--- config.mk ---
export PLATFORM = sky130hd
export DESIGN_NAME = dp_control_sequencer_flat
export DESIGN_NICKNAME = d
export VERILOG_FILES = /design/src/rtl/dp_control_sequencer_if.sv /design/src/rtl/dp_control_sequencer.sv /design/src/flat_wrapper.sv
export SDC_FILE = /design/constraint.sdc
export NUM_CORES = 1
export LEC_CHECK = 0
export CAP_MARGIN = 25
export CELL_PAD_IN_SITES_DETAIL_PLACEMENT = 1
export CELL_PAD_IN_SITES_GLOBAL_PLACEMENT = 1
export CORE_MARGIN = 10
export CORE_UTILIZATION = 16
export CTS_CLUSTER_SIZE = 8
export DETAILED_ROUTE_END_ITERATION = 12
export PLACE_DENSITY_LB_ADDON = 0.08
export SYNTH_ARGS = -nofsm -noshare
export SYNTH_HDL_FRONTEND = slang
export SYNTH_SLANG_ARGS = --single-unit
--- constraint.sdc ---
create_clock -name Clk -period 1.65 [get_ports Clk]
set_clock_uncertainty 0.1 [all_clocks]
set_input_delay 0.33 -clock Clk [delete_from_list [all_inputs] [get_ports Clk]]
set_output_delay 0.33 -clock Clk [all_outputs]
set_load 0.05 [all_outputs]
--- src/rtl/dp_control_sequencer_if.sv ---
`default_nettype none
// +----------------------------------------------------------------------------+
// | Module   : dp_control_sequencer_if                                         |
// | Brief    : Control bundle between dp_control_sequencer and DataPathV5.     |
// | Revision : 1.0  initial release                                            |
// +----------------------------------------------------------------------------+
interface dp_control_sequencer_if #(
    parameter int STATE_W = 5
);
    logic [31:0]        IR;
    logic               MFC;
    logic               COND;
    logic               IRE, MDRE, MARE, PCE, nPCE, RFE;
    logic               ClrPC, nPCClr, IRClr;
    logic               MFA, ALUE, nPC_ADD, BAUX, ALU_SEL, AOP_SEL, DISP_SEL;
    logic [1:0]         nPC_SEL, MAR_SEL, MDR_SEL, CIN_SEL, RC_SEL;
    logic               TRAP_REQ;
    logic [STATE_W-1:0] STATE;

    modport master (
        input  IR, MFC, COND,
        output IRE, MDRE, MARE, PCE, nPCE, RFE, ClrPC, nPCClr, IRClr,
               MFA, ALUE, nPC_ADD, BAUX, ALU_SEL, AOP_SEL, DISP_SEL,
               nPC_SEL, MAR_SEL, MDR_SEL, CIN_SEL, RC_SEL, TRAP_REQ, STATE
    );

    modport slave (
        output IR, MFC, COND,
        input  IRE, MDRE, MARE, PCE, nPCE, RFE, ClrPC, nPCClr, IRClr,
               MFA, ALUE, nPC_ADD, BAUX, ALU_SEL, AOP_SEL, DISP_SEL,
               nPC_SEL, MAR_SEL, MDR_SEL, CIN_SEL, RC_SEL, TRAP_REQ, STATE
    );
endinterface
`default_nettype wire

--- src/rtl/dp_control_sequencer.sv ---
`default_nettype none
// +----------------------------------------------------------------------------+
// | Module   : dp_control_sequencer                                            |
// | Brief    : Hardwired Moore sequencer for SPARC DataPathV5 (reset, fetch,   |
// |            decode, ALU, nPC update, Bicc). MFC_TIMEOUT_EN adds fetch trap. |
// | Revision : 1.0  initial release                                            |
// +----------------------------------------------------------------------------+
module dp_control_sequencer #(
    parameter int MFC_TIMEOUT = 15,
    parameter int STATE_W     = 5
) (
    input wire Clk,
    input wire Clr,
    dp_control_sequencer_if.master ctl
);

    localparam logic [STATE_W-1:0] c_RST0   = STATE_W'(0);
    localparam logic [STATE_W-1:0] c_RST1   = STATE_W'(1);
    localparam logic [STATE_W-1:0] c_FETCH1 = STATE_W'(2);
    localparam logic [STATE_W-1:0] c_FETCH2 = STATE_W'(3);
    localparam logic [STATE_W-1:0] c_FETCH3 = STATE_W'(4);
    localparam logic [STATE_W-1:0] c_DECODE = STATE_W'(5);
    localparam logic [STATE_W-1:0] c_ALU1   = STATE_W'(6);
    localparam logic [STATE_W-1:0] c_PCUPD1 = STATE_W'(7);
    localparam logic [STATE_W-1:0] c_PCUPD2 = STATE_W'(8);
    localparam logic [STATE_W-1:0] c_BR1    = STATE_W'(9);
    localparam logic [STATE_W-1:0] c_BRT    = STATE_W'(10);
    localparam logic [STATE_W-1:0] c_ANN1   = STATE_W'(11);
    localparam logic [STATE_W-1:0] c_ANN2   = STATE_W'(12);
    localparam logic [STATE_W-1:0] c_TRAP   = STATE_W'(13);

    logic [STATE_W-1:0] r_state;
    logic [STATE_W-1:0] w_next_state;
    logic               w_timeout;
    logic               w_unused_ir;

    // Condition bits are evaluated outside and arrive on COND; displacement feeds the datapath directly.
    assign w_unused_ir = ^{ctl.IR[28:25], ctl.IR[21:0]};

`ifdef MFC_TIMEOUT_EN
    localparam logic [3:0] c_TIMEOUT = 4'(MFC_TIMEOUT);
    logic [3:0] r_wait_cnt;

    // Zero in the first FETCH2 cycle, so it holds the number of FETCH2 cycles already spent.
    always_ff @(posedge Clk or negedge Clr) begin
        if (!Clr) begin
            r_wait_cnt <= 4'd0;
        end else if (r_state != c_FETCH2) begin
            r_wait_cnt <= 4'd0;
        end else begin
            r_wait_cnt <= r_wait_cnt + 4'd1;
        end
    end

    assign w_timeout = ((r_wait_cnt + 4'd1) == c_TIMEOUT);
`else
    logic w_unused_cfg;
    assign w_unused_cfg = (MFC_TIMEOUT == 0);
    assign w_timeout    = 1'b0;
`endif

    always_ff @(posedge Clk or negedge Clr) begin
        if (!Clr) begin
            r_state <= c_RST0;
        end else begin
            r_state <= w_next_state;
        end
    end

    always_comb begin
        w_next_state = c_RST0;
        case (r_state)
            c_RST0:   w_next_state = c_RST1;
            c_RST1:   w_next_state = c_FETCH1;
            c_FETCH1: w_next_state = c_FETCH2;
            c_FETCH2: begin
                // MFC wins over a timeout reached on the same edge.
                if (ctl.MFC)        w_next_state = c_FETCH3;
                else if (w_timeout) w_next_state = c_TRAP;
                else                w_next_state = c_FETCH2;
            end
            c_FETCH3: w_next_state = c_DECODE;
            c_DECODE: begin
                if (ctl.IR[31:30] == 2'b10)                                w_next_state = c_ALU1;
                else if (ctl.IR[31:30] == 2'b00 && ctl.IR[24:22] == 3'b010) w_next_state = c_BR1;
                else                                                       w_next_state = c_PCUPD1;
            end
            c_ALU1:   w_next_state = c_PCUPD1;
            c_PCUPD1: w_next_state = c_PCUPD2;
            c_PCUPD2: w_next_state = c_FETCH1;
            c_BR1: begin
                if (ctl.COND)       w_next_state = c_BRT;
                else if (ctl.IR[29]) w_next_state = c_ANN1;
                else                w_next_state = c_PCUPD2;
            end
            c_BRT:    w_next_state = c_FETCH1;
            c_ANN1:   w_next_state = c_ANN2;
            c_ANN2:   w_next_state = c_PCUPD2;
            c_TRAP:   w_next_state = c_RST0;
            default:  w_next_state = c_RST0;
        endcase
    end

    // Pure decode of the state register so an asynchronous Clr idles every enable at once.
    always_comb begin
        ctl.IRE      = 1'b1;
        ctl.MDRE     = 1'b1;
        ctl.MARE     = 1'b1;
        ctl.PCE      = 1'b1;
        ctl.nPCE     = 1'b1;
        ctl.RFE      = 1'b1;
        ctl.ClrPC    = 1'b1;
        ctl.nPCClr   = 1'b1;
        ctl.IRClr    = 1'b1;
        ctl.MFA      = 1'b0;
        ctl.ALUE     = 1'b0;
        ctl.nPC_ADD  = 1'b0;
        ctl.BAUX     = 1'b0;
        ctl.ALU_SEL  = 1'b0;
        ctl.AOP_SEL  = 1'b0;
        ctl.DISP_SEL = 1'b0;
        ctl.nPC_SEL  = 2'd0;
        ctl.MAR_SEL  = 2'd0;
        ctl.MDR_SEL  = 2'd0;
        ctl.CIN_SEL  = 2'd0;
        ctl.RC_SEL   = 2'd0;
        ctl.TRAP_REQ = 1'b0;
        case (r_state)
            c_RST0: begin
                ctl.ClrPC  = 1'b0;
                ctl.nPCClr = 1'b0;
                ctl.IRClr  = 1'b0;
            end
            c_RST1, c_PCUPD2, c_ANN1: begin
                ctl.nPCE    = 1'b0;
                ctl.nPC_ADD = 1'b1;
            end
            c_FETCH1: ctl.MARE = 1'b0;
            c_FETCH2: begin
                ctl.MFA  = 1'b1;
                ctl.MDRE = 1'b0;
            end
            c_FETCH3: ctl.IRE = 1'b0;
            c_ALU1: begin
                ctl.CIN_SEL = 2'd2;
                ctl.RFE     = 1'b0;
                ctl.ALUE    = 1'b1;
            end
            c_PCUPD1, c_BR1, c_ANN2: ctl.PCE = 1'b0;
            c_BRT: begin
                ctl.nPC_SEL = 2'd2;
                ctl.BAUX    = 1'b1;
                ctl.nPCE    = 1'b0;
            end
`ifdef MFC_TIMEOUT_EN
            c_TRAP: ctl.TRAP_REQ = 1'b1;
`endif
            default: ;
        endcase
    end

    assign ctl.STATE = r_state;

endmodule
`default_nettype wire

--- src/flat_wrapper.sv ---
// flat-port wrapper written by rule: the top's interface ports become plain ports
module dp_control_sequencer_flat 
#(
    parameter int MFC_TIMEOUT = 15,
    parameter int STATE_W     = 5
)
  (Clk, Clr, ctl_IR, ctl_MFC, ctl_COND, ctl_IRE, ctl_MDRE, ctl_MARE, ctl_PCE, ctl_nPCE, ctl_RFE, ctl_ClrPC, ctl_nPCClr, ctl_IRClr, ctl_MFA, ctl_ALUE, ctl_nPC_ADD, ctl_BAUX, ctl_ALU_SEL, ctl_AOP_SEL, ctl_DISP_SEL, ctl_nPC_SEL, ctl_MAR_SEL, ctl_MDR_SEL, ctl_CIN_SEL, ctl_RC_SEL, ctl_TRAP_REQ, ctl_STATE);
  dp_control_sequencer_if #(.STATE_W(STATE_W)) ctl_i ();
  input wire Clk;
  input wire Clr;
  input wire logic [$bits(ctl_i.IR)-1:0] ctl_IR;
  input wire logic [$bits(ctl_i.MFC)-1:0] ctl_MFC;
  input wire logic [$bits(ctl_i.COND)-1:0] ctl_COND;
  output wire logic [$bits(ctl_i.IRE)-1:0] ctl_IRE;
  output wire logic [$bits(ctl_i.MDRE)-1:0] ctl_MDRE;
  output wire logic [$bits(ctl_i.MARE)-1:0] ctl_MARE;
  output wire logic [$bits(ctl_i.PCE)-1:0] ctl_PCE;
  output wire logic [$bits(ctl_i.nPCE)-1:0] ctl_nPCE;
  output wire logic [$bits(ctl_i.RFE)-1:0] ctl_RFE;
  output wire logic [$bits(ctl_i.ClrPC)-1:0] ctl_ClrPC;
  output wire logic [$bits(ctl_i.nPCClr)-1:0] ctl_nPCClr;
  output wire logic [$bits(ctl_i.IRClr)-1:0] ctl_IRClr;
  output wire logic [$bits(ctl_i.MFA)-1:0] ctl_MFA;
  output wire logic [$bits(ctl_i.ALUE)-1:0] ctl_ALUE;
  output wire logic [$bits(ctl_i.nPC_ADD)-1:0] ctl_nPC_ADD;
  output wire logic [$bits(ctl_i.BAUX)-1:0] ctl_BAUX;
  output wire logic [$bits(ctl_i.ALU_SEL)-1:0] ctl_ALU_SEL;
  output wire logic [$bits(ctl_i.AOP_SEL)-1:0] ctl_AOP_SEL;
  output wire logic [$bits(ctl_i.DISP_SEL)-1:0] ctl_DISP_SEL;
  output wire logic [$bits(ctl_i.nPC_SEL)-1:0] ctl_nPC_SEL;
  output wire logic [$bits(ctl_i.MAR_SEL)-1:0] ctl_MAR_SEL;
  output wire logic [$bits(ctl_i.MDR_SEL)-1:0] ctl_MDR_SEL;
  output wire logic [$bits(ctl_i.CIN_SEL)-1:0] ctl_CIN_SEL;
  output wire logic [$bits(ctl_i.RC_SEL)-1:0] ctl_RC_SEL;
  output wire logic [$bits(ctl_i.TRAP_REQ)-1:0] ctl_TRAP_REQ;
  output wire logic [$bits(ctl_i.STATE)-1:0] ctl_STATE;
  assign ctl_i.IR = ctl_IR;
  assign ctl_i.MFC = ctl_MFC;
  assign ctl_i.COND = ctl_COND;
  assign ctl_IRE = ctl_i.IRE;
  assign ctl_MDRE = ctl_i.MDRE;
  assign ctl_MARE = ctl_i.MARE;
  assign ctl_PCE = ctl_i.PCE;
  assign ctl_nPCE = ctl_i.nPCE;
  assign ctl_RFE = ctl_i.RFE;
  assign ctl_ClrPC = ctl_i.ClrPC;
  assign ctl_nPCClr = ctl_i.nPCClr;
  assign ctl_IRClr = ctl_i.IRClr;
  assign ctl_MFA = ctl_i.MFA;
  assign ctl_ALUE = ctl_i.ALUE;
  assign ctl_nPC_ADD = ctl_i.nPC_ADD;
  assign ctl_BAUX = ctl_i.BAUX;
  assign ctl_ALU_SEL = ctl_i.ALU_SEL;
  assign ctl_AOP_SEL = ctl_i.AOP_SEL;
  assign ctl_DISP_SEL = ctl_i.DISP_SEL;
  assign ctl_nPC_SEL = ctl_i.nPC_SEL;
  assign ctl_MAR_SEL = ctl_i.MAR_SEL;
  assign ctl_MDR_SEL = ctl_i.MDR_SEL;
  assign ctl_CIN_SEL = ctl_i.CIN_SEL;
  assign ctl_RC_SEL = ctl_i.RC_SEL;
  assign ctl_TRAP_REQ = ctl_i.TRAP_REQ;
  assign ctl_STATE = ctl_i.STATE;
  dp_control_sequencer #(.MFC_TIMEOUT(MFC_TIMEOUT), .STATE_W(STATE_W)) u_core (.Clk(Clk), .Clr(Clr), .ctl(ctl_i));
endmodule
==> impl_summary.txt <==
----------------------------------------------------
[Outcome]
  Outcome ... complete, but fails checks
  Failing checks ... setup timing

[Timing]
  Smallest setup slack after layout ... -0.230 ns
  Final setup violation count ... 16
  FMAX ... 0.532 GHz
  Clock period minus final worst setup slack ... 1.88 ns
  Pins Over Slew Limit ... 0
  Worst hold slack ... 0.198 ns
  Period Utilization, post-route ... 114%
  Setup repair after global routing missed its margin ... true
  Total count of hold-check failures in the final report ... 0

[Clock network]
  Clock tree from TritonCTS ... yes
  Maximum clock insertion buffer count ... 2
  CTS Root Buffer Type ... clkbuf_4
  Reg clk slew, reported paths ... 0.04 ns
  Number of buffers added by the clock tree synthesis step ... 3
  Clock latency on the worst-skew pair ... 0.23 ns
  # H-tree levels ... 1
  Num Clock Sinks ... 4
  Post-CTS Hold Buffers ... 0

[Worst setup path]
  Data arrival time of the critical path ... 1.45 ns
  Required time at the endpoint of the critical path ... 1.22 ns
  Slowest stage cell, crit path ... dfrtp_2
  Setup crit start ... u_core.ctl.STATE[2]
  Slowest stage delay, CP ... 0.47 ns
  Startpoint Class ... register
  Critical Setup Path Class ... register to primary output
  Largest fanout on the critical path ... 7
  CP endpoint kind ... primary output
  Gate family responsible for the most delay along the worst path ... flip-flops
  Worst flop-to-flop path startpoint ... u_core.ctl.STATE[0]
  Sum of buffers and inverters on the critical path ... 2
  Ordered cell list for the critical path ... buf_4 > a211oi_4 > nor2_4 > buf_12

[Yosys]
  Compound-cell area share of the yosys netlist ... 21.6%
  Adder and majority cell fraction of the synthesized area ... 0%
  Post-synthesis share of cell area spent on and, or, nand and nor gates ... 26.2%
  Share of the yosys chip area belonging to registers ... 17.8%
  Cell types occupying the most area after synthesis ... buf_4, dfrtp_1, a211oi_2
  Portion of netlist area occupied by mux cells ... 0%
  Number of unique standard cell types used by synthesis ... 31
  Synthesis Warnings ... 0
  Synth async-reset ratio ... 100%
  Top flip-flop cell by instance count after synthesis ... dfrtp_1
  Largest family of logic cells by synthesized area ... buffers and inverters
  Area share of the largest cell type after synthesis ... 26.7%
  Synthesized instance count ... 71
  Post-synthesis share of cell area spent on xor and xnor gates ... 3.11%
  Synthesized area per cell ... 7.93 sq um
  Library cell occupying the most area in the post-synthesis netlist ... buf_4
  Cell Area, Synth ... 563 sq um
  Seq cells post-synth ... 4
  Number of enable flip-flop cells after synthesis ... 0

[Pwr]
  Leakage power figure ... 0.580 nW
  Power per unit of standard cell area ... 2450 nW/um^2
  Total internal power ... 0.00160 W
  Sw Ratio ... 50.2%
  Largest vdd supply drop ... 0.614 mV
  Combinational group share of total power ... 87.4%
  Clk network pwr share ... 3.8%
  Reg power frac ... 8.9%
  Total power after layout ... 0.00321 W
  Switching power summed over all nets ... 0.00161 W

[Placement]
  Number of cells after detailed placement ... 155
  Placed instance area ... 1190 sq um
  Dpl hpwl ... 1820 microns
  Port Buf Inserts ... 28
  Final GP Congestion ... 0.817

[Drt]
  Routed met2 length ... 1140 microns
  Total number of vias ... 628
  Post-detailed-route count of antenna-violating nets ... 0
  Detailed route wirelength on metal3 ... 53 microns
  Post-DR vias/cell ... 3.81
  Total Wirelength ... 2110 microns
  Number of optimization iterations in the first detailed-route pass ... 3
  Post-route DRC violation count ... 0
  Violation count after the first detailed-route iteration ... 13
  Highest metal layer with signal wires ... met4
  Routed length per placed instance ... 12.8 microns
  Wire length the detailed router placed on met1 ... 901 microns

[Global routing]
  First-pass GRT wire length ... 3400 microns
  Pin count of the biggest net entering global routing ... 9
  Antenna violations before repair ... 0
  Overflow left after global routing ... 0
  Total GRT Usage ... 6.50%
  Number of global-route vias before repair ... 711

[Worst hold path]
  Hold Crit Class ... primary input to asynchronous set/reset pin

[Cells and area]
  Max reg flops ... 4
  Share of the core filled with cells ... 39.0%
  Diodes inserted ... 0
  Leading cell types in the layout, fill and taps excluded ... buf_4, buf_12, conb_1, clkdlybuf4s50_1
  Synth-to-layout area growth ... 133%
  Final Cell Area ... 1310 sq um
  Non-Filler Instances ... 165
  Fraction of layout instances using a drive strength above 1 ... 60.5%
  Leading cell type in the layout, fill and taps excluded ... buf_4
  Layout net count ... 157

[Floorplan]
  Floorplan row count ... 21
  Die height ... 79.3 microns
  Top Ports ... 68
  Area of the die ... 6290 sq um
  Floorplan Core Area ... 3360 sq um
  Effective utilization at floorplan ... 16.7%
  Horiz. Die Dim ... 79.3 microns

[Run]
  Max_cap viols ... 0

----------------------------------------------------
## per-layer routing
metal	GRT usage, %	vias to the layer above
met4	1.61	0
li1	-	305
met1	7.55	297
met3	1.13	2
met2	11.9	24
met5	0	-
## repair_timing
action	in CTS	in global routing
buffers inserted	3	4
pin swaps	1	3
resized for setup	6	6
endpoints found under the setup margin	15	16
endpoints found under the hold margin	0	0
## final cells by class
type | instances | area [sq um]
Inverter | 6 | 28.8
Fill cell | 397 | 2050
Timing Repair Buffer | 53 | 651
Sequential cell | 4 | 108
Multi-Input combinational cell | 53 | 445
Tap cell | 46 | 57.6
Clock buffer | 3 | 22.5
## through the flow
step                worst slack [ns]  setup TNS (ns)
global route                  -0.294           -3.66
global placement             -0.0250         -0.0610
CTS                           -0.251           -2.46
finish                        -0.230           -2.47
floorplan                     -0.411           -2.12
detailed placement           -0.0174         -0.0689
## cells in the mapped netlist (all sizes together) (2+ instances only)
cell    instances
a211oi          2
buf            20
nor2            5
a31oi           2
xnor2           2
inv             6
and2            2
dfrtp           4
nor2b           4
nand2b          3
nor3            2
nand2           5
## cells by family after synthesis
family	after synthesis
buffers and inverters	26
and+or+nand+nor	24
AOI/OAI and AO/OA	14
DFF	4
xor gates and xnor gates	2
other	1
## path summary, 6_finish.rpt
path | endpoint | slack [ns] | depth (start not counted)
setup / recovery | ctl_nPCE | -0.23 | 4
hold / removal | u_core.ctl.STATE[1] | 0.20 | 1
setup reg to reg | u_core.ctl.STATE[1] | -0.02 | 6
hold reg to reg | u_core.ctl.STATE[2] | 0.67 | 2
max in group asynchronous | u_core.ctl.STATE[1] | 1.07 | 1
min in group Clk | u_core.ctl.STATE[2] | 0.67 | 2
## power by group through the flow
stage	registers, W	logic, W	clock network, W
2_1_floorplan	0.000383	0.00144	0
6_report	0.000286	0.00281	0.000120
3_3_place_gp	0.000290	0.00258	0
3_5_place_dp	0.000286	0.00260	0
4_1_cts	0.000293	0.00269	0.000125
5_1_grt	0.000304	0.00294	0.000131
No activity file was read; power rests on OpenSTA's default activity.
